### src/rtl/mac_reg_pkg.sv
// Shared constants, state encoding and decode helper for the MAC register bus bridge.
package mac_reg_pkg;

   localparam int unsigned DATA_W   = 32;
   localparam int unsigned ADDR_W   = 32;
   localparam int unsigned OFF_W    = 5;
   localparam int unsigned NUM_REGS = 32;

   localparam logic [ADDR_W-1:0] BASE_ADDR = 32'hFFFF_FA40;
   localparam logic [ADDR_W-1:0] LAST_ADDR = BASE_ADDR + ADDR_W'(NUM_REGS) - 32'd1;

   // Readable offsets: 0x00, 0x01 and the result block 0x12..0x1F
   localparam logic [OFF_W-1:0] RD_LO0   = 5'h00;
   localparam logic [OFF_W-1:0] RD_LO1   = 5'h01;
   localparam logic [OFF_W-1:0] RD_HI_LO = 5'h12;
   localparam logic [OFF_W-1:0] RD_HI_HI = 5'h1F;

   typedef enum logic [1:0] {
      IDLE = 2'd0,
      EXEC = 2'd1,
      RESP = 2'd2
   } state_t;

   // Upper bound RD_HI_HI is the largest 5-bit offset, so only the lower bound is compared
   function automatic logic is_readable(input logic [OFF_W-1:0] off);
      return (off == RD_LO0) || (off == RD_LO1) || (off >= RD_HI_LO);
   endfunction

   // Result block is read-only when write protection is built in
   function automatic logic is_result_reg(input logic [OFF_W-1:0] off);
      return (off >= RD_HI_LO);
   endfunction

endpackage

### src/rtl/mac_addr_decode.sv
// Combinational window check and access permission decode for the register bridge.
// Optional feature macro: REG_WR_PROTECT_EN (rejects writes to result offsets 0x12..0x1F).
module mac_addr_decode
   import mac_reg_pkg::*;
(
   input  logic [ADDR_W-1:0] addr,
   input  logic              we,
   output logic              in_window,
   output logic [OFF_W-1:0]  offset,
   output logic              rd_ok,
   output logic              wr_ok
);

   // Full 32-bit compare so addresses near the top of the space cannot wrap into the window
   always_comb begin
      in_window = (addr >= BASE_ADDR) && (addr <= LAST_ADDR);
      offset    = OFF_W'(addr - BASE_ADDR);
      rd_ok     = in_window && !we && is_readable(offset);
`ifdef REG_WR_PROTECT_EN
      wr_ok     = in_window && we && !is_result_reg(offset);
`else
      wr_ok     = in_window && we;
`endif
   end

endmodule

### src/rtl/mac_reg_bus_bridge.sv
// Host-to-register-file bridge: IDLE -> EXEC -> RESP, ack two cycles after request acceptance.
// Optional feature macro: REG_WR_PROTECT_EN (write protection of result offsets, see mac_addr_decode).
module mac_reg_bus_bridge
   import mac_reg_pkg::*;
(
   input  logic              clk,
   input  logic              reset,
   input  logic              host_req,
   input  logic              host_we,
   input  logic [ADDR_W-1:0] host_addr,
   input  logic [DATA_W-1:0] host_wdata,
   output logic              host_busy,
   output logic              host_ack,
   output logic [DATA_W-1:0] host_rdata,
   output logic              host_err,
   output logic              rf_write,
   output logic [ADDR_W-1:0] rf_wr_addr,
   output logic [DATA_W-1:0] rf_wr_data,
   output logic [ADDR_W-1:0] rf_rd_addr,
   input  logic [DATA_W-1:0] rf_rd_data
);

   state_t            state_q, state_d;
   logic              busy_q, busy_d;
   logic              ack_q, ack_d;
   logic [DATA_W-1:0] rdata_q, rdata_d;
   logic              err_q, err_d;
   logic              rf_write_q, rf_write_d;
   logic [ADDR_W-1:0] rf_wr_addr_q, rf_wr_addr_d;
   logic [DATA_W-1:0] rf_wr_data_q, rf_wr_data_d;
   logic [ADDR_W-1:0] rf_rd_addr_q, rf_rd_addr_d;
   logic              rd_ok_q, rd_ok_d;
   logic              err_pend_q, err_pend_d;

   logic              dec_in_window;
   logic [OFF_W-1:0]  dec_offset;
   logic              dec_rd_ok;
   logic              dec_wr_ok;

   // Decode the request at acceptance so the register-file strobes are registered into EXEC
   mac_addr_decode u_decode (
      .addr      (host_addr),
      .we        (host_we),
      .in_window (dec_in_window),
      .offset    (dec_offset),
      .rd_ok     (dec_rd_ok),
      .wr_ok     (dec_wr_ok)
   );

   // Next-state and registered-output logic
   always_comb begin
      state_d      = state_q;
      busy_d       = busy_q;
      ack_d        = 1'b0;
      rdata_d      = '0;
      err_d        = 1'b0;
      rf_write_d   = 1'b0;
      rf_wr_addr_d = rf_wr_addr_q;
      rf_wr_data_d = rf_wr_data_q;
      rf_rd_addr_d = rf_rd_addr_q;
      rd_ok_d      = rd_ok_q;
      err_pend_d   = err_pend_q;

      case (state_q)
         IDLE: begin
            if (host_req) begin
               state_d    = EXEC;
               busy_d     = 1'b1;
               rd_ok_d    = dec_rd_ok;
               err_pend_d = host_we ? !dec_wr_ok : !dec_rd_ok;
               if (dec_wr_ok) begin
                  rf_write_d   = 1'b1;
                  rf_wr_addr_d = ADDR_W'(dec_offset);
                  rf_wr_data_d = host_wdata;
               end
               if (!host_we && dec_in_window) begin
                  rf_rd_addr_d = ADDR_W'(dec_offset);
               end
            end
         end
         EXEC: begin
            state_d = RESP;
            ack_d   = 1'b1;
            err_d   = err_pend_q;
            rdata_d = rd_ok_q ? rf_rd_data : '0;
         end
         RESP: begin
            state_d = IDLE;
            busy_d  = 1'b0;
         end
         default: begin
            state_d = IDLE;
            busy_d  = 1'b0;
         end
      endcase
   end

   // State and output registers with synchronous reset
   always_ff @(posedge clk) begin
      if (reset) begin
         state_q      <= IDLE;
         busy_q       <= 1'b0;
         ack_q        <= 1'b0;
         rdata_q      <= '0;
         err_q        <= 1'b0;
         rf_write_q   <= 1'b0;
         rf_wr_addr_q <= '0;
         rf_wr_data_q <= '0;
         rf_rd_addr_q <= '0;
         rd_ok_q      <= 1'b0;
         err_pend_q   <= 1'b0;
      end else begin
         state_q      <= state_d;
         busy_q       <= busy_d;
         ack_q        <= ack_d;
         rdata_q      <= rdata_d;
         err_q        <= err_d;
         rf_write_q   <= rf_write_d;
         rf_wr_addr_q <= rf_wr_addr_d;
         rf_wr_data_q <= rf_wr_data_d;
         rf_rd_addr_q <= rf_rd_addr_d;
         rd_ok_q      <= rd_ok_d;
         err_pend_q   <= err_pend_d;
      end
   end

   assign host_busy  = busy_q;
   assign host_ack   = ack_q;
   assign host_rdata = rdata_q;
   assign host_err   = err_q;
   assign rf_write   = rf_write_q;
   assign rf_wr_addr = rf_wr_addr_q;
   assign rf_wr_data = rf_wr_data_q;
   assign rf_rd_addr = rf_rd_addr_q;

endmodule
### config.mk
export PLATFORM = sky130hd
export DESIGN_NAME = mac_reg_bus_bridge
export DESIGN_NICKNAME = d
export VERILOG_FILES = /design/src/rtl/mac_reg_pkg.sv /design/src/rtl/mac_addr_decode.sv /design/src/rtl/mac_reg_bus_bridge.sv
export SDC_FILE = /design/constraint.sdc
export NUM_CORES = 1
export LEC_CHECK = 0
export ABC_AREA = 1
export BUFFER_PORTS_ARGS = -buffer_cell sky130_fd_sc_hd__buf_2
export CAP_MARGIN = 10
export CELL_PAD_IN_SITES_DETAIL_PLACEMENT = 2
export CELL_PAD_IN_SITES_GLOBAL_PLACEMENT = 2
export CORE_MARGIN = 3
export CORE_UTILIZATION = 18
export DETAILED_ROUTE_END_ITERATION = 10
export GPL_ROUTABILITY_DRIVEN = 0
export GPL_TIMING_DRIVEN = 0
export HOLD_SLACK_MARGIN = 0.15
export PLACE_DENSITY_LB_ADDON = 0.1
export SLEW_MARGIN = 20
export SYNTH_ARGS = -nofsm -noshare
export SYNTH_HDL_FRONTEND = slang
export SYNTH_SLANG_ARGS = --single-unit
### constraint.sdc
create_clock -name clk -period 1.3 [get_ports clk]
set_input_delay 0.26 -clock clk [delete_from_list [all_inputs] [get_ports clk]]
set_output_delay 0.26 -clock clk [all_outputs]
set_load 0.01 [all_outputs]
==> summary.txt <==
Yosys
  – Netlist Area Pre-Place: 3483 um^2
  – Area contributors post-synth: dfxtp_1 (47%), nor2_1 (14%), buf_4 (12%)
  – Synth warn: 0
  – Synthesized instance count: 495
  – FF+latch count, synth: 82
  – Synth top area share: 47.13%
  – Syn_area_per_cell: 7.037 um^2
  – Count of cell types in the netlist: 22
  – Seq/Total Area, Yosys: 47.13%
  – Leading area contributor after synthesis: dfxtp_1

Route
  – DR vias/cell: 3.626
  – Wire per inst: 12.80 um
  – Antenna viol nets, final: 0
  – DRT Pass-1 Iters: 4
  – Iter 0 DRT Violations: 33
  – Post-route DRC: 0
  – Final wirelength: 13.81 mm
  – Routed vias: 3912

Floorplan
  – Die height: 145.1 um
  – DIE AREA: 21060 um^2
  – Cell row count: 50
  – Die Wd: 145.1 um
  – Initial Util: 18.50%
  – Core area: 18830 um^2
  – Num ports: 232

CTS
  – CTS Sinks: 82
  – Longest Clk Path Bufs: 2
  – # H-tree levels: 3
  – Clk slew on worst S/H paths: 70 ps
  – Num CTS Buffers: 9
  – CTS tree: done
  – CTS root buffer: clkbuf_16
  – Clock Latency Late Sink: 340 ps

Worst setup path
  – CP peak stage delay: 310 ps
  – Worst path cell trace: inv_2 -> nand2_2 -> nor2_4 -> nand2_2 -> nor2_4 -> nand4_4 -> buf_12 -> buf_6 -> nor2_1 -> nor2_1
  – Largest fanout on the critical path: 10
  – CP Data Arrival Time: 1730 ps
  – Crit-path slowest cell: dfxtp_2
  – CP bufs+invs: 3
  – Crit. End Element: flop
  – Critical path's top delay family: simple AND/OR/NAND/NOR gates
  – Setup crit start kind: flop
  – Critical Path RT: 1540 ps
  – Setup CP Type: flop to flop

Global routing
  – Total grt overflow: 0
  – Initial antenna violation count: 2
  – GR peak layer: met2
  – GRT Total Usage: 12.85%
  – Largest net degree at the start of global routing: 15
  – Met2 usage: 24.53%
  – Met3 usage: 5.996%
  – M1 GR Usage: 12.31%
  – Vias in the first global route: 4305
  – First-pass GRT wire length: 21.64 mm

STA
  – Setup Total Neg Slack: -6472 ps
  – Fin crit share: 114.5%
  – Slew HR: 65.84%
  – Setup WS post-layout: -188.7 ps
  – Setup Skew: 5.253 ps
  – Hold WS: 150.0 ps
  – Worst slew pin tran: 512.5 ps
  – Max-slew violations: 0
  – Final setup fails: 45
  – Min cycle time layout: 1489 ps
  – RSZ-0062 raised after global routing: yes
  – Fmax: 0.6717 GHz
  – Final hold violation count: 0

Outcome
  – Violated checks: setup timing
  – Run status: finished, violations left

Cells and area
  – Multi-input gate area: 1356 um^2
  – Design area: 6238 um^2
  – Register area: 1643 um^2
  – Final #Nets: 914
  – Layout area overhead: 79.09%
  – # fillers: 2259
  – Layout cells sized above 1: 38.71%
  – Non-filler cells, final: 1079
  – Antenna cells: 0
  – Post-layout util: 33.13%

Power
  – Max VDD drop: 0.5975 mV
  – Pleak: 3.591 nW
  – Power, Total: 5.978 mW
  – Pwr Density: 958.3 nW/um^2

Job
  – Max cap viols: 0

Place
  – Post-Place Cell Area: 4915 um^2
  – Port bufs: 177
  – Placed cell count: 985
  – Worst slack, placed: -393.4 ps
  – Post-DP HPWL: 9.935 mm

Worst hold path
  – Min-Delay Path Class: input port to flop
[cell families after synthesis]
| kind of cell | share of synthesized area (%) |
|---|---|
| other cells | 0.1077 |
| compound gates | 0.9698 |
| simple gates | 28.59 |
| flops | 47.13 |
| xor+xnor | 0.2515 |
| buf+inv | 22.95 |
[metal layers]
layer | share of wire [%] | wire length [um]
met1 | 37 | 5041
met2 | 54 | 7435
met3 | 8.3 | 1147
met4 | 1.0 | 145
met5 | 0.29 | 40
[worst paths after layout]
path / slack, ps / cells past startpoint / to / start
worst max-delay path: -190 / 10 / rf_wr_data[23] / state_q[0]
worst min-delay path: 150 / 3 / rf_wr_data[10] / host_wdata[10]
worst max register to register: -190 / 10 / rf_wr_data[23] / state_q[0]
worst min register to register: 480 / 2 / host_busy / host_busy
[worst reg2reg max path, delay by kind of cell (launching register included)]
family / cells / cell delay (ps)
AND/OR/NAND/NOR: 7 / 670
buffers and inverters: 3 / 400
flip-flops: 1 / 310
[registers in the layout, summed over array words and instances (netlist names)]
name,cells
host_ack,1
host_err,1
rf_wr_data,32
host_busy,1
rd_ok_q,1
state_q,2
rf_rd_addr,5
err_pend_q,1
host_rdata,32
rf_wr_addr,5
rf_write,1
[cell usage after synthesis]
library cell and n:
nor2_1 134, nand2_1 108, dfxtp_1 82, inv_1 81, buf_4 54, clkbuf_1 9
a21oi_1 4, buf_2 3, buf_6 3, nand3_1 2, nand4_2 2, nor2_4 2
nor3_1 2, clkinv_1 1, conb_1 1, inv_2 1, nand2_2 1, nor3b_1 1
o21ai_0 1, o21ai_2 1, or2_2 1, xnor2_1 1
[layout by cell type (no fill, tap or decap), types with 2 or more instances in the layout]
master	n
a21oi_1	4
buf_6	5
dfxtp_1	81
bufinv_16	2
inv_1	81
clkbuf_16	12
nor2_1	117
buf_2	177
nor2_2	16
dlygate4sd3_1	63
nor2_4	3
buf_12	2
nand2_2	18
nand4_4	2
buf_4	64
nand2_1	90
clkbuf_1	4
conb_1	54
buf_8	4
clkinv_2	3
nand3_1	2
nor3_1	2
[final cells by class]
cell class / instances / share of cell area, %
sequential: 82 / 26.33
clock buffer: 9 / 3.610
timing repair buffer: 255 / 27.34
multi-input combinational: 314 / 21.74
tap: 260 / 5.215
clock inverter: 7 / 1.484
buffer: 69 / 9.286
inverter: 83 / 4.994
[report_power, final]
| part | total [mW] | internal, mW | switching (mW) |
|---|---|---|---|
| Clock | 2.79 | 1.68 | 1.11 |
| Sequential | 2.53 | 2.52 | 0.00503 |
| Combinational | 0.661 | 0.379 | 0.281 |
| Total | 5.98 | 4.59 | 1.39 |
[what timing repair did]
item	in CTS	in global routing
endpoints found under the hold margin	65	0
pin swaps	6	1
setup endpoints to repair	74	76
buffers inserted	9	2
resized for setup	33	34
hold buffers	63	0
gates cloned	2	3
Note: power is estimated with default switching activity, not from simulation.
